[config.mk]
export PLATFORM = sky130hd
export DESIGN_NAME = tmds_encoder
export DESIGN_NICKNAME = d
export VERILOG_FILES = /design/src/rtl/tmds_pkg.sv /design/src/rtl/tmds_encoder.sv
export SDC_FILE = /design/constraint.sdc
export NUM_CORES = 1
export LEC_CHECK = 0
export CORE_ASPECT_RATIO = 0.5
export CORE_MARGIN = 4
export CORE_UTILIZATION = 50
export DETAILED_ROUTE_END_ITERATION = 7
export PLACE_DENSITY = 0.79
export SLEW_MARGIN = 10
export SYNTH_ARGS = -nofsm -noshare
export SYNTH_HDL_FRONTEND = slang
export SYNTH_SLANG_ARGS = --single-unit
export TNS_END_PERCENT = 100
[constraint.sdc]
create_clock -name clk_i -period 5 [get_ports clk_i]
set_input_delay 1 -clock clk_i [delete_from_list [all_inputs] [get_ports clk_i]]
set_output_delay 1 -clock clk_i [all_outputs]
set_load 0.01 [all_outputs]
[src/rtl/tmds_pkg.sv]
// rtl/tmds_pkg.sv - shared TMDS types, control tokens and popcount helper
package tmds_pkg;

  typedef logic signed [4:0] tmds_disp_t;

  // Indexed by {c1,c0}; the decoder matches against the same table.
  localparam logic [9:0] TMDS_CTRL_TOKEN [4] = '{
    10'b1101010100,
    10'b0010101011,
    10'b0101010100,
    10'b1010101011
  };

  function automatic logic [3:0] popcount8(input logic [7:0] d);
    logic [3:0] n;
    n = 4'd0;
    for (int i = 0; i < 8; i++) begin
      n = n + {3'b000, d[i]};
    end
    return n;
  endfunction

endpackage

[src/rtl/tmds_encoder.sv]
// rtl/tmds_encoder.sv - two-stage DVI TMDS 8b/10b encoder with running disparity
module tmds_encoder
  import tmds_pkg::*;
(
  input  logic       clk_i,
  input  logic       rst_n_i,
  input  logic       de_i,
  input  logic       c1_i,
  input  logic       c0_i,
  input  logic [7:0] d_i,
  output logic [9:0] q_o
);

  logic [3:0] n1d;
  logic       use_xnor;
  logic [8:0] q_m_d;

  logic       de_q;
  logic [1:0] c_q;
  logic [8:0] q_m_q;

  logic [3:0] n1q;
  logic [3:0] n0q;
  tmds_disp_t diff;
  tmds_disp_t cnt_q;
  tmds_disp_t cnt_d;
  logic       cnt_pos;
  logic       cnt_neg;
  logic [9:0] q_d;

  // Stage 1: transition-minimising chain, XNOR chosen when it yields fewer edges.
  always_comb begin
    n1d      = popcount8(d_i);
    use_xnor = (n1d > 4'd4) || ((n1d == 4'd4) && !d_i[0]);
    q_m_d    = '0;
    q_m_d[0] = d_i[0];
    for (int i = 1; i < 8; i++) begin
      q_m_d[i] = use_xnor ? ~(q_m_d[i-1] ^ d_i[i]) : (q_m_d[i-1] ^ d_i[i]);
    end
    q_m_d[8] = ~use_xnor;
  end

  always_ff @(posedge clk_i) begin
    if (!rst_n_i) begin
      de_q  <= 1'b0;
      c_q   <= 2'b00;
      q_m_q <= '0;
    end else begin
      de_q  <= de_i;
      c_q   <= {c1_i, c0_i};
      q_m_q <= q_m_d;
    end
  end

  // Stage 2: choose inversion to steer the running disparity back toward zero.
  always_comb begin
    n1q     = popcount8(q_m_q[7:0]);
    n0q     = 4'd8 - n1q;
    diff    = $signed({1'b0, n1q}) - $signed({1'b0, n0q});
    cnt_pos = !cnt_q[4] && (cnt_q != '0);
    cnt_neg = cnt_q[4];
    q_d     = TMDS_CTRL_TOKEN[c_q];
    cnt_d   = '0;
    if (de_q) begin
      if ((cnt_q == '0) || (n1q == n0q)) begin
        q_d   = {~q_m_q[8], q_m_q[8], q_m_q[8] ? q_m_q[7:0] : ~q_m_q[7:0]};
        cnt_d = q_m_q[8] ? (cnt_q + diff) : (cnt_q - diff);
      end else if ((cnt_pos && (n1q > n0q)) || (cnt_neg && (n0q > n1q))) begin
        q_d   = {1'b1, q_m_q[8], ~q_m_q[7:0]};
        cnt_d = cnt_q + (q_m_q[8] ? 5'sd2 : 5'sd0) - diff;
      end else begin
        q_d   = {1'b0, q_m_q[8], q_m_q[7:0]};
        cnt_d = cnt_q - (q_m_q[8] ? 5'sd0 : 5'sd2) + diff;
      end
    end
  end

  always_ff @(posedge clk_i) begin
    if (!rst_n_i) begin
      q_o   <= TMDS_CTRL_TOKEN[0];
      cnt_q <= '0;
    end else begin
      q_o   <= q_d;
      cnt_q <= cnt_d;
    end
  end

endmodule

======== After elaboration in Yosys (flattened, before gate mapping) ========
Index checks and enable logic that the tools add are counted.
storage, ports and cells
  flip-flop bits (word level) ............. 27
  input port bits ......................... 13
  output and inout bits ................... 10
operators by class
  add/subtract/negate cells ............... 22
  magnitude comparators ................... 4
  equality and inequality tests ........... 2
  muxes and demuxes ....................... 19
  bitwise operators ....................... 18
  reduce and logical (&&, ||, !) cells .... 12
operators with widths
  operator                                            number
  two-way mux 10 bit                                  5
  adder 4 x 1 -> 4 bit                                8
  binary-select mux 10 bit (select 2 bit)             1
  two-way mux 5 bit                                   3
  adder 5 bit                                         2
  subtractor 5 bit                                    2
  inverter 1 bit                                      9
  adder 3 x 1 -> 4 bit                                2
  > comparator 4 bit                                  2
  two-way mux 8 bit                                   1
  inverter 8 bit                                      1
  two-way mux 1 bit                                   7
  bitwise XOR 1 bit                                   7
  adder 2 x 1 -> 3 bit                                2
  adder 5 x 3 -> 5 bit                                1
  zero test 5 bit                                     1
  nonzero test 5 bit                                  1
  subtractor 4 x 4 -> 5 bit                           1
  subtractor 5 x 3 -> 5 bit                           1
  adder 1 x 1 -> 2 bit                                2
  == test 4 x 3 -> 1 bit, second input constant       1
  == test 4 bit                                       1
  > comparator 4 x 3 -> 1 bit, second input constant  1
  logical AND 1 bit                                   4
  7 further kinds                                     11

======== Depth between registers and ports, before layout ========
Gate-level depths: netlist (run 1).
  depth in word-level cells ............... 29
  mapped depth ............................ 20
  depth with buffers taken out ............ 19

======== Worst setup path before layout (run 1) ========
Ideal clock, no wire load.
  path kind ............................... register to register
  from .................................... reg q_m_q[0]
  to ...................................... reg cnt_q[4]
  setup time .............................. 121 ps
  arrival time ............................ 5037 ps
  required time ........................... 4879 ps
  path slack .............................. -158 ps
  stages on the path, launching flop included .. 21
  path buffers ............................ 1
  period minus slack after synthesis ...... 5158 ps
  cells stage by stage .................... dfxtp_1 inv_1 fa_1 fa_1 fa_1 inv_1 ha_1 fa_1 clkbuf_1 nor2_1 inv_1 ha_1 or3_1 o21ai_1 xnor2_1 ha_1 o21ai_0 a211oi_1 nand3b_1 o221ai_2 mux2_4
between the ends
  longest elaborated chain between the ends .. 13
ends and longest elaborated chain
  item                                                                               line                source
  start: declaration                                                                 tmds_encoder.sv:20  logic [8:0] q_m_q;
  start signal: assignment                                                           tmds_encoder.sv:51  q_m_q <= q_m_d;
  adder 1 x 1 -> 2 bit *                                                             tmds_pkg.sv:18      n = n + {3'b000, d[i]};
  adder 2 x 1 -> 3 bit *                                                             tmds_pkg.sv:18
  adder 3 x 1 -> 4 bit *                                                             tmds_pkg.sv:18
  adder 4 x 1 -> 4 bit * (4 in a row)                                                tmds_pkg.sv:18
  parallel branches: the longest is 5 deep, another holds subtractor 4 x 4 -> 5 bit  --
  two-way mux 5 bit *                                                                tmds_encoder.sv:65  if ((cnt_q == '0) || (n1q == n0q)) begin
  end signal: assignment                                                             tmds_encoder.sv:84  cnt_q <= cnt_d;
  end: declaration                                                                   tmds_encoder.sv:25  tmds_disp_t cnt_q;
Every way passes the cells marked *.
A chain may end at the register's enable or synchronous reset.

======== Worst setup path in the final report (run 1) ========
Same ends and word-level chain as after synthesis.

==> summary.txt, run 1 <==
Routing
  • Residual DRC: 0
  • Vias per inst: 5.00
  • Detailed-routing iteration count for the pre-antenna-repair pass: 4
  • Antenna-violating nets left: 0
  • Detail-routed net length per standard cell: between 10 and 15 um
  • Total Wirelength: 3910 um
  • Detailed Route Iter0 Violations: 39
  • Count of vias placed by the detailed router: 1536

GRT
  • GRT busiest layer: met2
  • Total routing usage reported by global routing: 16.6%
  • GR Layer Usage met2: 33.1%
  • Overflow left after global routing: 0
  • Grt met3 use: 1.55%
  • Met1 Resource Use GR: 19.6%
  • Global-route wire length before repair: 7040 um
  • Via count of the first global-routing pass: 1596
  • Initial antenna violation count: 0
  • Pin count of the biggest net entering global routing: 18

Setup path
  • Worst Reg2Reg Path Length in Cells: 17
  • Critical Path AT: around 5.0 ns
  • Endpoint type of the worst setup path: flop
  • Top fanout value on the critical path: 8
  • Setup slack of the worst register-to-register path: 0.20 ns
  • Data required time of the worst path: 5.18 ns
  • Startpoint Class: flop
  • Crit Path Category: flop to flop
  • Worst reg2reg path startpoint: q_m_q[0]
  • Reg2reg end: cnt_q[4]

Synth
  • Share of async-settable or async-resettable flops after synthesis: 0%
  • Area share of the largest cell type after synthesis: 25.9%
  • Seq cells post-synth: 27
  • Number of distinct library cell variants in the gate-level netlist after synthesis: 39
  • Top-count cell post-synth: inv_1
  • Number of enable flip-flop cells after synthesis: 0
  • Leading cell types by count after synthesis: 41 x inv_1, 27 x dfxtp_1, 22 x ha_1, 21 x xnor2_1, 14 x nor2_1
  • Synth Area per Inst: 9.44 um2
  • Post-synthesis instance area: approximately 2100 um2
  • Portion of the post-synthesis area used by sequential elements: about 26%
  • Number of instances in the synthesized netlist: 221
  • Ys flop type: dfxtp_1
  • Top cells by area, synth: dfxtp_1 26%, ha_1 13%, fa_1 12%
  • Syn. warnings: 0
  • Total nets after synthesis: 269
  • Biggest area consumer among synthesized cells: dfxtp_1

Floorplanning
  • Area inside the core boundary: between 3000 and 4000 um2
  • Overall die area: around 5300 um2
  • IO Pins: 23
  • Die outline width: roughly 100 um
  • Overall die height: 53.7 um
  • Initial core utilization: ~53%
  • Standard-cell row count: 16

Placement
  • Post-Place Cell Area: 2410 um2
  • Cell count after placement: just under 300
  • Post-Place Worst Slack: -0.0338 ns
  • Sum of net half-perimeters after detailed placement: 3190 um
  • I/O Buffers: 22
  • Weighted congestion reported at the end of routability-driven placement: 0.927

Timing
  • Worst Slack Setup Final: 0.204 ns
  • Largest clock skew in the final design: 0.00499 ns
  • Endpoints failing setup: 0
  • Share of the clock period used by the worst path after layout: 95.9%
  • Setup repair after global routing missed its margin: yes
  • Endpoints failing hold: 0
  • Final TNS setup: 0 ns
  • Worst slew margin relative to its limit: 53.5%
  • Max Freq: 0.209 GHz
  • Number of pins exceeding their max-slew limit in the final report: 0
  • Measured slew at the worst slew-check pin: 0.691 ns
  • Post-route minimum period: roughly 4.8 ns

Finish
  • Number of inserted filler cells in the final layout: roughly 310
  • Share of layout cells above drive strength 1: 14.2%
  • Number of non-filler instances in the completed layout: ~310
  • Total inserted antenna cells: 0
  • Area added between synthesis and finish: 21.6%
  • Final non-filler cell area: 2540 um2
  • Final net count: 302

Clocking
  • Library cell used as clock root buffer: clkbuf_8
  • Number of levels the H-tree was split into: 1
  • Number of buffers created by CTS: 3
  • Source-to-sink clock delay at the later pin of the worst-skew pair: 0.28 ns
  • Number of hold buffers added after cts: 0
  • CTS clock-pin slew for the worst setup and hold paths: ~0.10 ns
  • Clock tree from TritonCTS: done
  • Maximum buffer depth of the clock tree: 2
  • Clock net sink count: 27

Hold path
  • Worst hold path stage count: 1
  • Hold crit path type: flop to flop

Run status
  • Run status: finished clean

Flow run
  • Reported max-cap violation count: 0
## stage by stage
step | hold WS, ns | utilization [%]
finish | 0.505 | 64.0
global route | 0.526 | 64.0
CTS | 0.505 | 62.7
detailed placement | 0.490 | 60.9
global placement | 0.488 | 60.9
floorplan | 0.453 | -
## cell usage in the layout, fill, tap and decap left out, types with 2 or more instances in the layout
master | Yosys | layout
nand2_1 | 3 | 3
xor2_1 | 7 | 7
or3_1 | 3 | 2
inv_1 | 41 | 38
nor3_1 | 3 | 3
o21ai_0 | 3 | 2
nor2b_1 | 3 | 3
nor2_1 | 14 | 13
fa_1 | 13 | 12
a21oi_1 | 8 | 6
a21oi_2 | 0 | 2
inv_2 | 0 | 3
clkbuf_8 | 0 | 3
o21ai_1 | 7 | 6
xnor2_1 | 21 | 20
ha_1 | 22 | 20
o211ai_1 | 5 | 5
buf_4 | 1 | 10
dfxtp_1 | 27 | 26
clkdlybuf4s50_1 | 0 | 22
a21o_1 | 7 | 7
mux2i_1 | 4 | 4
and2_1 | 5 | 5
a211oi_1 | 3 | 3
## routing by layer
layer  share of wire (%)  routed length (um)
met2                  53                2070
met4                0.61                  24
met3                 2.0                  79
met5                   0                   0
met1                  45                1740
## layout make-up
class                   count  area (um2)  area share [%]
flip-flops and latches     27         542            21.4
repair buffers             32         295            11.6
clock buffers               3        41.3            1.63
well taps                  54        67.6            2.66
multi-input cells         149        1430            56.3
clock inverters             1        8.76           0.345
inverters                  41         154            6.07
## worst max-delay path by stage
stage / from / to / slack [ns] / cells after the start
floorplan: q_m_q[0] / cnt_q[4] / 0.05 / 18
global placement: q_m_q[0] / cnt_q[4] / 0.12 / 18
detailed placement: q_m_q[0] / cnt_q[4] / -0.03 / 19
CTS: q_m_q[0] / cnt_q[4] / 0.02 / 19
global route: q_m_q[0] / cnt_q[4] / -0.01 / 17
finish: q_m_q[0] / cnt_q[4] / 0.20 / 17
## worst max-delay path, stage by stage, from the launching register on
cell	delay [ns]
dfxtp_2	0.34
inv_1	0.05
fa_1	0.55
fa_1	0.43
fa_1	0.49
inv_1	0.04
ha_2	0.18
fa_2	0.55
buf_4	0.16
inv_2	0.07
ha_1	0.27
mux2_2	0.30
ha_1	0.28
a21o_1	0.16
a21oi_1	0.17
xor2_1	0.21
o221ai_2	0.13
mux2_4	0.30
## cell families after synthesis
group,synth area share (%)
xor+xnor,13.1
simple gates,10.1
fa+ha+maj,25.7
mux,3.18
compound gates,13.7
buf+inv,8.28
flops,25.9
## sequential cells by signal, indices dropped and copies added, names as in the netlist, named ones only
name   cells
q_o       10
cnt_q      4
de_q       1
q_m_q      9
c_q        2
## repair_timing
item | CTS | global route
setup endpoints to repair | 1 | 7
buffers inserted | 0 | 5
pin swaps | 1 | 5
gates cloned | 0 | 0
resized for setup | 4 | 9
Power of run 1 is left out: the tool's default activity adds up to more than one toggle a clock period on the data nets, which glitch-free logic cannot reach.
==> inputs of run 2 (changes only) <==
Settings changed: SLEW_MARGIN 10 to 15.
==> results of run 2 <==
The final DEF is identical to that of run 1; final timing and power are the same.
Power of run 2 is left out for the same reason.
